`src/rtl/slave_serial_port_pkg.sv`:
```
// Shared serial-bus definitions: default field widths and slave port FSM states.
package slave_serial_port_pkg;

    localparam int unsigned SSP_ADDR_LEN  = 12;
    localparam int unsigned SSP_DATA_LEN  = 8;
    localparam int unsigned SSP_BURST_LEN = 12;

    typedef enum logic [2:0] {
        IDLE       = 3'd0,
        RX_ADDR    = 3'd1,
        RX_WDATA   = 3'd2,
        WRITE      = 3'd3,
        READ       = 3'd4,
        READ_WAIT  = 3'd5,
        TX_RDATA   = 3'd6
    } ssp_state_e;

endpackage

```
`src/rtl/slave_serial_port_serial_shift_reg.sv`:
```
// LSB-first shift register with parallel load; exposes the value it will hold after this edge.
module serial_shift_reg #(
    parameter int unsigned WIDTH = 8
) (
    input  logic             clk,
    input  logic             rst,
    input  logic             load,
    input  logic             shift,
    input  logic             sin,
    input  logic [WIDTH-1:0] pdata,
    output logic [WIDTH-1:0] next_c
);

    logic [WIDTH-1:0] data_q;
    logic [WIDTH-1:0] data_d;

    // New bits enter at the MSB so the first bit received ends up in bit 0.
    always_comb begin
        data_d = data_q;
        if (load) begin
            data_d = pdata;
        end else if (shift) begin
            data_d = {sin, data_q[WIDTH-1:1]};
        end
    end

    assign next_c = data_d;

    always_ff @(posedge clk or negedge rst) begin
        if (!rst) begin
            data_q <= '0;
        end else begin
            data_q <= data_d;
        end
    end

endmodule

```
`src/rtl/slave_serial_port.sv`:
```
// Serial-to-memory slave port: deserialises address/burst/write data, serialises read data.
module slave_serial_port
    import slave_serial_port_pkg::*;
#(
    parameter int unsigned ADDR_LEN  = SSP_ADDR_LEN,
    parameter int unsigned DATA_LEN  = SSP_DATA_LEN,
    parameter int unsigned BURST_LEN = SSP_BURST_LEN
) (
    input  logic                clk,
    input  logic                rst,
    input  logic                read_en,
    input  logic                write_en,
    input  logic                master_valid,
    input  logic                master_ready,
    input  logic                rx_address,
    input  logic                rx_burst,
    input  logic                rx_data,
    output logic                slave_ready,
    output logic                slave_valid,
    output logic                tx_data,
    output logic [ADDR_LEN-1:0] mem_addr,
    output logic [DATA_LEN-1:0] mem_wdata,
    output logic                mem_we,
    output logic                mem_re,
    input  logic [DATA_LEN-1:0] mem_rdata
);

    localparam int unsigned MAX_LEN = (ADDR_LEN > DATA_LEN) ? ADDR_LEN : DATA_LEN;
    localparam int unsigned CNT_W   = $clog2(MAX_LEN + 1);

    ssp_state_e            state_q, state_d;
    logic [CNT_W-1:0]      cnt_q, cnt_d;
    logic [BURST_LEN-1:0]  beats_q, beats_d;
    logic [ADDR_LEN-1:0]   mem_addr_q, mem_addr_d;
    logic [DATA_LEN-1:0]   mem_wdata_q, mem_wdata_d;
    logic                  mem_we_q, mem_we_d;
    logic                  mem_re_q, mem_re_d;
    logic                  slave_ready_q, slave_ready_d;
    logic                  slave_valid_q, slave_valid_d;
    logic                  tx_data_q, tx_data_d;

    logic                  addr_shift, burst_shift, wdata_shift, rdata_load, rdata_shift;
    logic [ADDR_LEN-1:0]   addr_next;
    logic [BURST_LEN-1:0]  burst_next;
    logic [DATA_LEN-1:0]   wdata_next;
    logic [DATA_LEN-1:0]   rdata_next;
    logic                  unused_rdata_hi;

    serial_shift_reg #(.WIDTH(ADDR_LEN)) u_addr_sr (
        .clk(clk), .rst(rst), .load(1'b0), .shift(addr_shift),
        .sin(rx_address), .pdata('0), .next_c(addr_next)
    );

    serial_shift_reg #(.WIDTH(BURST_LEN)) u_burst_sr (
        .clk(clk), .rst(rst), .load(1'b0), .shift(burst_shift),
        .sin(rx_burst), .pdata('0), .next_c(burst_next)
    );

    serial_shift_reg #(.WIDTH(DATA_LEN)) u_wdata_sr (
        .clk(clk), .rst(rst), .load(1'b0), .shift(wdata_shift),
        .sin(rx_data), .pdata('0), .next_c(wdata_next)
    );

    serial_shift_reg #(.WIDTH(DATA_LEN)) u_rdata_sr (
        .clk(clk), .rst(rst), .load(rdata_load), .shift(rdata_shift),
        .sin(1'b0), .pdata(mem_rdata), .next_c(rdata_next)
    );

    // Only the LSB of the read shifter leaves the block.
    assign unused_rdata_hi = ^rdata_next[DATA_LEN-1:1];

    always_comb begin
        state_d     = state_q;
        cnt_d       = cnt_q;
        beats_d     = beats_q;
        mem_addr_d  = mem_addr_q;
        mem_wdata_d = mem_wdata_q;
        addr_shift  = 1'b0;
        burst_shift = 1'b0;
        wdata_shift = 1'b0;
        rdata_load  = 1'b0;
        rdata_shift = 1'b0;

        // Dropping both enables abandons the transaction without touching memory.
        if (state_q != IDLE && !read_en && !write_en) begin
            state_d = IDLE;
            cnt_d   = '0;
        end else begin
            case (state_q)
                IDLE: begin
                    if ((read_en ^ write_en) && master_valid) begin
                        addr_shift  = 1'b1;
                        burst_shift = 1'b1;
                        cnt_d       = CNT_W'(1);
                        state_d     = RX_ADDR;
                    end
                end
                RX_ADDR: begin
                    if (master_valid) begin
                        addr_shift  = 1'b1;
                        burst_shift = (cnt_q < CNT_W'(BURST_LEN));
                        cnt_d       = cnt_q + CNT_W'(1);
                        if (cnt_q == CNT_W'(ADDR_LEN - 1)) begin
                            mem_addr_d = addr_next;
                            beats_d    = (burst_next == '0) ? BURST_LEN'(1) : burst_next;
                            cnt_d      = '0;
                            state_d    = write_en ? RX_WDATA : READ;
                        end
                    end
                end
                RX_WDATA: begin
                    if (master_valid) begin
                        wdata_shift = 1'b1;
                        cnt_d       = cnt_q + CNT_W'(1);
                        if (cnt_q == CNT_W'(DATA_LEN - 1)) begin
                            mem_wdata_d = wdata_next;
                            cnt_d       = '0;
                            state_d     = WRITE;
                        end
                    end
                end
                WRITE: begin
                    beats_d = beats_q - BURST_LEN'(1);
                    if (beats_q > BURST_LEN'(1)) begin
                        mem_addr_d = mem_addr_q + ADDR_LEN'(1);
                        state_d    = RX_WDATA;
                    end else begin
                        state_d = IDLE;
                    end
                end
                READ: begin
                    state_d = READ_WAIT;
                end
                READ_WAIT: begin
                    rdata_load = 1'b1;
                    cnt_d      = '0;
                    state_d    = TX_RDATA;
                end
                TX_RDATA: begin
                    if (master_ready) begin
                        rdata_shift = 1'b1;
                        cnt_d       = cnt_q + CNT_W'(1);
                        if (cnt_q == CNT_W'(DATA_LEN - 1)) begin
                            cnt_d   = '0;
                            beats_d = beats_q - BURST_LEN'(1);
                            if (beats_q > BURST_LEN'(1)) begin
                                mem_addr_d = mem_addr_q + ADDR_LEN'(1);
                                state_d    = READ;
                            end else begin
                                state_d = IDLE;
                            end
                        end
                    end
                end
                default: begin
                    state_d = IDLE;
                    cnt_d   = '0;
                end
            endcase
        end

        // Outputs are registered versions of what the next state presents.
        mem_we_d      = (state_d == WRITE);
        mem_re_d      = (state_d == READ);
        slave_ready_d = (state_d == IDLE) || (state_d == RX_ADDR) || (state_d == RX_WDATA);
        slave_valid_d = (state_d == TX_RDATA);
        tx_data_d     = slave_valid_d & rdata_next[0];
    end

    always_ff @(posedge clk or negedge rst) begin
        if (!rst) begin
            state_q       <= IDLE;
            cnt_q         <= '0;
            beats_q       <= '0;
            mem_addr_q    <= '0;
            mem_wdata_q   <= '0;
            mem_we_q      <= 1'b0;
            mem_re_q      <= 1'b0;
            slave_ready_q <= 1'b1;
            slave_valid_q <= 1'b0;
            tx_data_q     <= 1'b0;
        end else begin
            state_q       <= state_d;
            cnt_q         <= cnt_d;
            beats_q       <= beats_d;
            mem_addr_q    <= mem_addr_d;
            mem_wdata_q   <= mem_wdata_d;
            mem_we_q      <= mem_we_d;
            mem_re_q      <= mem_re_d;
            slave_ready_q <= slave_ready_d;
            slave_valid_q <= slave_valid_d;
            tx_data_q     <= tx_data_d;
        end
    end

    assign slave_ready = slave_ready_q;
    assign slave_valid = slave_valid_q;
    assign tx_data     = tx_data_q;
    assign mem_addr    = mem_addr_q;
    assign mem_wdata   = mem_wdata_q;
    assign mem_we      = mem_we_q;
    assign mem_re      = mem_re_q;

endmodule

```
`config.mk`:
```
export PLATFORM = sky130hd
export DESIGN_NAME = slave_serial_port
export DESIGN_NICKNAME = d
export VERILOG_FILES = /design/src/rtl/slave_serial_port_pkg.sv /design/src/rtl/slave_serial_port_serial_shift_reg.sv /design/src/rtl/slave_serial_port.sv
export SDC_FILE = /design/constraint.sdc
export NUM_CORES = 1
export LEC_CHECK = 0
export CELL_PAD_IN_SITES_DETAIL_PLACEMENT = 1
export CELL_PAD_IN_SITES_GLOBAL_PLACEMENT = 2
export CORE_AREA = 10 10 141 110
export DETAILED_ROUTE_END_ITERATION = 10
export DIE_AREA = 0 0 151 120
export PLACE_DENSITY_LB_ADDON = 0.1
export SYNTH_ARGS = -nofsm -noshare
export SYNTH_HDL_FRONTEND = slang
export SYNTH_HIERARCHICAL = 1
export SYNTH_SLANG_ARGS = --single-unit
```
`constraint.sdc`:
```
create_clock -name clk -period 3.75 [get_ports clk]
set_input_delay 1.125 -clock clk [delete_from_list [all_inputs] [get_ports clk]]
set_output_delay 1.125 -clock clk [all_outputs]
set_load 0.03 [all_outputs]
```
==> results.txt, run 1 <==
CTS Buf Count - 9
Hold EP - mem_wdata[4]
WHS Path Cells - 1
P&R area growth vs syn - 22.9%
Clock transition at path regs - 0.06 ns
worst path bufs/invs - 2
DP Cell Count - 735
CP Data Arrival Time - 3.73 ns
min-delay src - mem_wdata[4]
Placer Congestion - 0.792
Avg Inst Size Synth - 9.57 um^2
Top delay family on crit path - simple AND/OR/NAND/NOR gates
cell internal pwr - 0.00220 W
Initial Utilization - 36.1%
Worst Clk Skew - 0.00765 ns
PortBufs - 41
post-synth cell types - 65
RR Endpoint - beats_q[0]
H-Tree Depth - 3
TritonCTS clock tree - yes
DIE HEIGHT - 120 um
Cell Area, Synth - 4620 um^2
non-filler instance count after layout - 751
sw power - 0.00126 W
Slowest-stage cell, CP - clkdlybuf4s50_1
initial antenna violation count - 0
total global routing overflow - 0
Sw Share - 36.4%
Ant. Diodes - 0
most common cell after layout, fill and taps aside - dfrtp_1
antenna violation net count after detailed routing - 0
ys async rst share - 100%
Worst path depth - 12
DPL Wire Length - 8.98 mm
reg2reg start - state_q[0]
Total Wirelength - 12.6 mm
FP Rows - 36
Final Hold Fails - 0
Die X - 151 um
Crit. End Element - flop
Setup crit start kind - primary input
worst vdd ir - 0.000296 V
Mapped Cells - 483
commonest cells after routing, fill and taps aside - 83 x dfrtp_1, 70 x nand2_1, 52 x conb_1
vias in the first global route - 4,063
final count of negative-setup-slack endpoints - 0
Clock Power Share - 24.7%
Slew HR - 35.9%
CTS sink count - 84
fin. max-slew vios - 0
LEAKAGE - 2.36 nW
hold_buf cts - 0
routed vias - 3,863
root buf cell - clkbuf_16
DRT iter0 DRCs - 219
cell count of the worst reg-to-reg path - 10
Post-synth EDFFs - 0
DRC viols - 0
pin count of the biggest net entering global routing - 49
num ports - 42
post-synthesis sequential area ratio - 45.5%
post-CTS setup buffer count - 0
Seq cells post-synth - 84
TNS Setup - 0 ns
Core Region - 12,800 um^2
RSZ-0062 raised after global routing - false
period utilization - 92.0%
post_cts resized - 0
Worst-Margin Slew - 0.958 ns
first-pass GRT wire length - 21.3 mm
Seq pwr share - 41.3%
largest cells by area after synthesis - dfrtp_1 45%, mux2i_1 9.1%, nand2_1 5.7%, o21ai_1 3.8%, o21ai_0 3.4%
P per Cell Area - 610 nW/um^2
overall routing resource usage - 14.4%
CP peak stage delay - 0.48 ns
Nets - 596
outcome - complete, no violations
Worst R2R Setup Slack - 1.03 ns
fin util - 44.4%
Worst Path Class, Setup - primary input to flop
Gate power share - 34.0%
Crit Path Max Fanout - 12
area leader, netlist - dfrtp_1
Die ar. - 18,100 um^2
CP Cell Sequence - clkdlybuf4s50_1, or2_2, nand2_1, nor4_2, and2_1, buf_12, mux2i_1, o21ai_1, nor4_1, a31oi_1, nor3_1, a211o_1
post-synth top area share - 44.9%
max-cap violations - 0
clock buffer depth - 2
worst skew pair latency - 0.34 ns
Hold WC Path Type - flop to flop
top_reg_cell synth - dfrtp_1
routed length per instance - 16.7 um
Worst EP required - 4.03 ns
Synth warnings - 6
vias per cell - 5.14
DRT Pass-1 Iters - 4
Power Total - 0.00347 W
Achievable Freq - 0.290 GHz
post-layout min period - 3.45 ns
share of cells above drive strength 1 - 10.5%
==> synth_stat cells, types with 2 or more instances <==
cell type / n
mux2_2: 9
dfrtp_1: 83
nand3_1: 8
o21ai_2: 2
a31oi_1: 13
a21oi_1: 26
a22oi_1: 2
or3_1: 4
o21a_1: 2
buf_6: 10
o21ai_1: 35
nand2_1: 70
nor3_2: 2
clkbuf_1: 6
ha_1: 4
nor2_1: 19
and2_1: 2
nor3_1: 13
nand2b_1: 3
o211ai_1: 2
mux2i_1: 42
o2bb2ai_1: 3
nor3b_1: 2
nor4_1: 5
nand4_1: 4
a41o_1: 2
or2_2: 2
a211o_1: 3
o32ai_1: 4
a21o_1: 4
a31o_2: 3
inv_1: 12
buf_2: 11
or3b_2: 2
o21ai_0: 31
nor2b_1: 3
and3_1: 4
xnor2_1: 2
o31ai_1: 3
==> cell type report <==
type | instances | area (um^2)
fillers | 1511 | 7110
flip-flops and latches | 84 | 2100
clock buffers | 13 | 240
multi-input cells | 410 | 2480
inverters | 12 | 45.0
well taps | 171 | 214
clock inverters | 3 | 40.0
repair buffers | 58 | 561
==> worst max-delay path by stage <==
stage / to / startpoint / slack, ns
floorplan: beats_q[0] / read_en / 0.28
global placement: beats_q[0] / write_en / 0.11
detailed placement: beats_q[0] / write_en / 0.01
CTS: beats_q[0] / write_en / 0.35
global route: beats_q[0] / write_en / 0.15
finish: beats_q[0] / write_en / 0.30
==> flip-flops by register name, indices dropped and copies added (netlist names) <==
name,flops
mem_re,1
tx_data,1
slave_ready,1
u_burst_sr/data_q,12
slave_valid,1
state_q,3
beats_q,12
mem_we,1
mem_addr,12
mem_wdata,8
u_wdata_sr/data_q,8
u_rdata_sr/data_q,8
u_addr_sr/data_q,12
cnt_q,4
==> layer usage <==
metal	GRT usage, %	part of all wire [%]	up-vias
li1	-	-	1889
met1	19.9	51	1922
met2	22.0	45	44
met3	3.53	3.5	8
met4	3.66	0.71	0
met5	0	0	-
==> power groups by stage <==
stage,combinational (W),clock [W],sequential [W]
6_report,0.00118,0.000857,0.00143
5_1_grt,0.00130,0.000928,0.00148
4_1_cts,0.00119,0.000888,0.00143
3_5_place_dp,0.00118,0,0.00144
3_3_place_gp,0.00116,0,0.00143
2_1_floorplan,0.000630,0,0.00155
==> stage by stage <==
stage               hold WS [ns]  setup WS [ns]  cell area [um^2]
floorplan                  0.462          0.279              4810
global placement           0.489          0.110              5400
detailed placement         0.493         0.0135              5400
CTS                        0.507          0.348              5680
global route               0.523          0.153              5680
finish                     0.505          0.300              5680
==> cell families after synthesis <==
logic type	share of synthesized area (%)
AOI/OAI and AO/OA	19.4
xor gates and xnor gates	0.379
adders and majority gates	1.30
buffers and inverters	5.20
DFF	45.5
muxes	11.3
other	0.0811
and+or+nand+nor	16.9
Note: power is estimated with default switching activity, not from simulation.
==> run 2: changes to the inputs <==
--- a/constraint.sdc
+++ b/constraint.sdc
@@ -3,2 +3,2 @@
 set_output_delay 1.125 -clock clk [all_outputs]
-set_load 0.03 [all_outputs]
+set_load 0.1 [all_outputs]
==> run 2 against run 1 <==
Against the previous run: clock power up 17%; register-to-register slack gained 0.07 ns; sequential power about the same; critical endpoint unchanged; highest routed layer unchanged; critical path depth stayed put; non-clock buffer count down 1.
==> results.txt, run 2 (synthesis results as in run 1) <==
Final Hold Fails - 0 (unchanged)
LEAKAGE - 2.42 nW (was 2.36 nW)
P per Cell Area - 726 nW/um^2 (was 610 nW/um^2)
post_cts resized - 0 (unchanged)
CTS Buf Count - 9 (unchanged)
post-CTS setup buffer count - 0 (unchanged)
H-Tree Depth - 3 (unchanged)
Nets - 595 (was 596)
most common cell after layout, fill and taps aside - dfrtp_1 (unchanged)
Fillers - 1,475 (was 1,511)
Placer Congestion - 0.770 (was 0.792)
overall routing resource usage - 14.7% (was 14.4%)
root buf cell - clkbuf_16 (unchanged)
total global routing overflow - 0 (unchanged)
FP Rows - 36 (unchanged)
DRT Pass-1 Iters - 4 (unchanged)
PortBufs - 41 (unchanged)
Worst-Margin Slew - 0.969 ns (was 0.958 ns)
Total Wirelength - 12.6 mm (about the same)
vias in the first global route - 4,173 (was 4,063)
routed vias - 3,835 (was 3,863)
RSZ-0062 raised after global routing - false (unchanged)
TritonCTS clock tree - yes (unchanged)
period utilization - 88.8% (was 92.0%)
Hold WC Path Type - flop to flop (unchanged)
Worst EP required - 4.03 ns (about the same)
DRT iter0 DRCs - 152 (was 219)
worst skew pair latency - 0.34 ns (about the same)
share of cells above drive strength 1 - 15.4% (was 10.5%)
Ant. Diodes - 0 (unchanged)
DIE HEIGHT - 120 um (unchanged)
Die X - 151 um (unchanged)
final count of negative-setup-slack endpoints - 0 (unchanged)
DPL Wire Length - 8.97 mm (was 8.98 mm)
Achievable Freq - 0.300 GHz (was 0.290 GHz)
max-cap violations - 0 (unchanged)
initial antenna violation count - 0 (unchanged)
CP peak stage delay - 0.48 ns (about the same)
hold_buf cts - 0 (unchanged)
post-layout min period - 3.33 ns (was 3.45 ns)
fin. max-slew vios - 0 (unchanged)
clock buffer depth - 2 (unchanged)
Reg area - 2100 um^2 (unchanged)
cell internal pwr - 0.00227 W (was 0.00220 W)
Seq pwr share - 34.9% (was 41.3%)
routed length per instance - 16.8 um (was 16.7 um)
Gate power share - 40.8% (was 34.0%)
pin count of the biggest net entering global routing - 51 (was 49)
Slowest-stage cell, CP - clkdlybuf4s50_1 (unchanged)
DRC viols - 0 (unchanged)
Clock Power Share - 24.3% (was 24.7%)
Worst Clk Skew - 0.00693 ns (was 0.00765 ns)
antenna violation net count after detailed routing - 0 (unchanged)
Power Total - 0.00411 W (was 0.00347 W)
Crit. End Element - flop (unchanged)
TNS Setup - 0 ns (unchanged)
footprint of the multi-input gates - 2480 um^2 (unchanged)
Worst Path Class, Setup - primary input to flop (unchanged)
Setup crit start kind - primary input (unchanged)
Slew HR - 35.2% (was 35.9%)
outcome - complete, no violations (unchanged)
num ports - 42 (unchanged)
Clock transition at path regs - 0.06 ns (about the same)
commonest cells after routing, fill and taps aside - 83 x dfrtp_1, 70 x nand2_1, 52 x conb_1 (unchanged)
CP Cell Sequence - clkdlybuf4s50_1, or2_2, nand2_1, nor4_2, and2_1, buf_12, mux2i_1, o21ai_1, nor4_1, a31oi_1, nor3_1, a211o_1 (unchanged)
first-pass GRT wire length - 21.9 mm (was 21.3 mm)
CTS sink count - 84 (unchanged)
Die ar. - 18,100 um^2 (unchanged)
Sw Share - 44.7% (was 36.4%)
CP Data Arrival Time - 3.61 ns (was 3.73 ns)
fin util - 44.3% (was 44.4%)
Initial Utilization - 36.1% (unchanged)
Crit Path Max Fanout - 12 (unchanged)
sw power - 0.00184 W (was 0.00126 W)
Core Region - 12,800 um^2 (unchanged)
P&R area growth vs syn - 22.6% (was 22.9%)
vias per cell - 5.11 (was 5.14)
worst vdd ir - 0.000593 V (was 0.000296 V)
-- run 2: through the flow --
stage	hold WS, ns	cell area (um^2)	std cells	setup WS (ns)
after floorplan	0.462	4810	534	0.279
after global placement	0.489	5330	734	0.117
after detailed placement	0.502	5330	734	0.0599
after CTS	0.517	5660	750	0.389
after global routing	0.538	5660	750	0.155
final	0.511	5660	750	0.420
-- run 2: final timing paths --
check / cells after the start / to / startpoint / slack (ns)
min reg2reg: 1 / mem_wdata[5] / mem_wdata[5] / 0.51
max: 12 / beats_q[0] / write_en / 0.42
max in group asynchronous: 2 / mem_addr[4] / rst / 2.37
min in group asynchronous: 1 / u_rdata_sr/data_q[1] / rst / 0.74
min: 1 / mem_wdata[5] / mem_wdata[5] / 0.51
max reg2reg: 10 / beats_q[0] / state_q[0] / 1.10
-- run 2: final cells by class --
type	count	share of cell area, %
well taps	171	3.78
repair buffers	57	8.66
clock inverters	5	1.46
clock buffers	11	4.46
multi-input cells	410	43.7
inverters	12	0.795
flip-flops and latches	84	37.1
-- run 2: power by group through the flow --
| stage | clock network [W] | logic (W) | registers, W |
|---|---|---|---|
| 4_1_cts | 0.00103 | 0.00169 | 0.00143 |
| 5_1_grt | 0.00107 | 0.00180 | 0.00148 |
| 3_5_place_dp | 0 | 0.00168 | 0.00145 |
| 6_report | 0.000999 | 0.00168 | 0.00143 |
| 3_3_place_gp | 0 | 0.00166 | 0.00143 |
| 2_1_floorplan | 0 | 0.000633 | 0.00207 |
-- run 2: critical path: cells and delay by family --
kind	cells	cell delay, ns
multiplexers	1	0.21
AO/OA/AOI/OAI	3	0.37
buffers and inverters	2	0.64
AND/OR/NAND/NOR	6	1.26
-- run 2: layer usage --
metal	global-route usage, %	vias up	part of all wire [%]
met5	0	-	0
met3	3.79	14	3.6
met1	20.1	1898	50
li1	-	1885	-
met2	22.6	38	45
met4	3.36	0	1.0
==> RTL edit (settings of run 2) <==
`SSP_BURST_LEN`: 12 -> 24.
--- a/src/rtl/slave_serial_port_pkg.sv
+++ b/src/rtl/slave_serial_port_pkg.sv
@@ -3,7 +3,7 @@
 
     localparam int unsigned SSP_ADDR_LEN  = 12;
     localparam int unsigned SSP_DATA_LEN  = 8;
-    localparam int unsigned SSP_BURST_LEN = 12;
+    localparam int unsigned SSP_BURST_LEN = 24;
 
     typedef enum logic [2:0] {
         IDLE       = 3'd0,
Check against the original RTL: no difference found for any inputs over 10 cycles, from zero or initial values and one cycle with rst low; that may be too few to reach the edited logic, so the function may still have changed.
==> RTL edit against run 2 <==
  * Via count rose by 37%
  * Combinational power rose by 100%
  * Die area did not move
  * Clock power fell by 4.0%
  * Worst setup slack got worse by 160 ps
  * Register-to-register slack got worse by 160 ps
  * Largest cell class unchanged
  * Wire length rose by 39%
  * Sequential power rose by 39%
  * Highest routed layer unchanged
  * Maximum frequency fell by 4.5%
  * Cell area rose by 26%
  * Area after synthesis rose by 28%
  * Sequential cell count rose by 24
  * Power rose by 54%
==> RTL edit: results (changes against run 2) <==
Drt
  – Final WL: 17.5 mm (+39%)
  – Vias: 5,248 (+37%)
  – Pre-antenna DRT Iters: 5 (+1)
  – DRT iter0 DRCs: 331 (+120%)

Synth
  – Register area share after synthesis: 45.8% (+0.34 points)
  – Netlist cell types: 68 (+4.6%)
  – Synth top area cells: dfrtp_1 45%, mux2i_1 8.8%, nand2_1 5.2%
  – Synth cell count leaders: 107 x dfrtp_1, 81 x nand2_1, 52 x mux2i_1, 45 x o21ai_0, 45 x o21ai_1
  – Post-Syn Instances: 628 (+30%)

Power and ir drop
  – Total Power: 6.31 mW (+54%)
  – Peak VDD IR: 0.833 mV (+40%)
  – Seq pwr share: 31.5% (-3.4 points)
  – Gate power share: 53.3% (+12 points)
  – Leakage: 2.95 nW (+22%)

CTS
  – Worst-Skew Late Latency: 360 ps (+20 ps)

Setup path
  – Flop2flop setup slack: 940 ps (-160 ps)
  – Worst-path fanout max: 17 (+5)
  – Critical path data arrival time: 3740 ps (+130 ps)
  – Top delay family on crit path: buffers and inverters

Finish
  – Non-Filler Instances: 925 (+23%)
  – Layout cell share with drive strength beyond 1: 15.6% (+0.28 points)
  – Fin nets: 770 (+29%)

Global route
  – All-Layer GR Usage: 19.8% (+5.2 points)
  – Antenna violations before repair: 0 (unchanged)
  – Global-route wire length before repair: 28.9 mm (+32%)
  – Pin count of the biggest net entering global routing: 76 (+49%)
  – Vias in the first global route: 5,412 (+30%)

Placement
  – DP Wirelength: 13.0 mm (+45%)
  – GP Congestion: 0.844 (+9.7%)
  – Area after DPL: 6820 um2 (+28%)

STA
  – Slew @ Worst Pin: 964 ps (-4.78 ps)
  – Worst Skew: 10.1 ps (+3.22 ps)

Status
  – Outcome: finished, final reports clean
==> RTL edit: path summary, 6_finish.rpt <==
check | start | end | cells after the start
min in group asynchronous | rst | u_rdata_sr/data_q[3]$_DFF_PN0_ | 1
min | mem_wdata[3]$_DFFE_PN0P_ | mem_wdata[3]$_DFFE_PN0P_ | 1
max in group asynchronous | rst | u_burst_sr/data_q[16]$_DFF_PN0_ | 2
max | master_valid | beats_q[0]$_DFFE_PN0P_ | 12
max reg2reg | state_q[2]$_DFF_PN0_ | beats_q[0]$_DFFE_PN0P_ | 11
min reg2reg | mem_wdata[3]$_DFFE_PN0P_ | mem_wdata[3]$_DFFE_PN0P_ | 1
==> RTL edit: kinds of logic (layout without fill, tap and decap cells) <==
group | Yosys count | in the layout | share of synthesized area [%]
AND/OR/NAND/NOR | 203 | 203 | 16.8
AO/OA/AOI/OAI | 200 | 200 | 20.9
flip-flops | 108 | 108 | 45.8
multiplexers | 61 | 61 | 10.5
buffers and inverters | 49 | 115 | 4.67
adder cells (fa/ha/maj) | 4 | 4 | 0.849
XOR/XNOR | 2 | 2 | 0.297
other | 1 | 61 | 0.0636
==> RTL edit: layout make-up <==
type	instances	area, um2
fillers	1535	5650
multi-input cells	531	3190
flip-flops and latches	108	2700
repair buffers	87	703
clock buffers	10	229
well taps	171	214
clock inverters	6	63.8
inverters	12	45.0
==> RTL edit: routing by layer <==
layer,GRT usage [%],wire length [um],vias up
met2,29.8,7700,96
li1,-,-,2509
met4,3.72,165,0
met5,0,0,-
met3,5.11,880,14
met1,28.3,8730,2629
==> RTL edit: stage by stage <==
| stage | hold slack, ps | setup slack, ps |
|---|---|---|
| after floorplan | 470 | 282 |
| after global placement | 492 | -33.4 |
| after detailed placement | 498 | -259 |
| after CTS | 515 | 102 |
| after global routing | 542 | 12.0 |
| final | 509 | 263 |
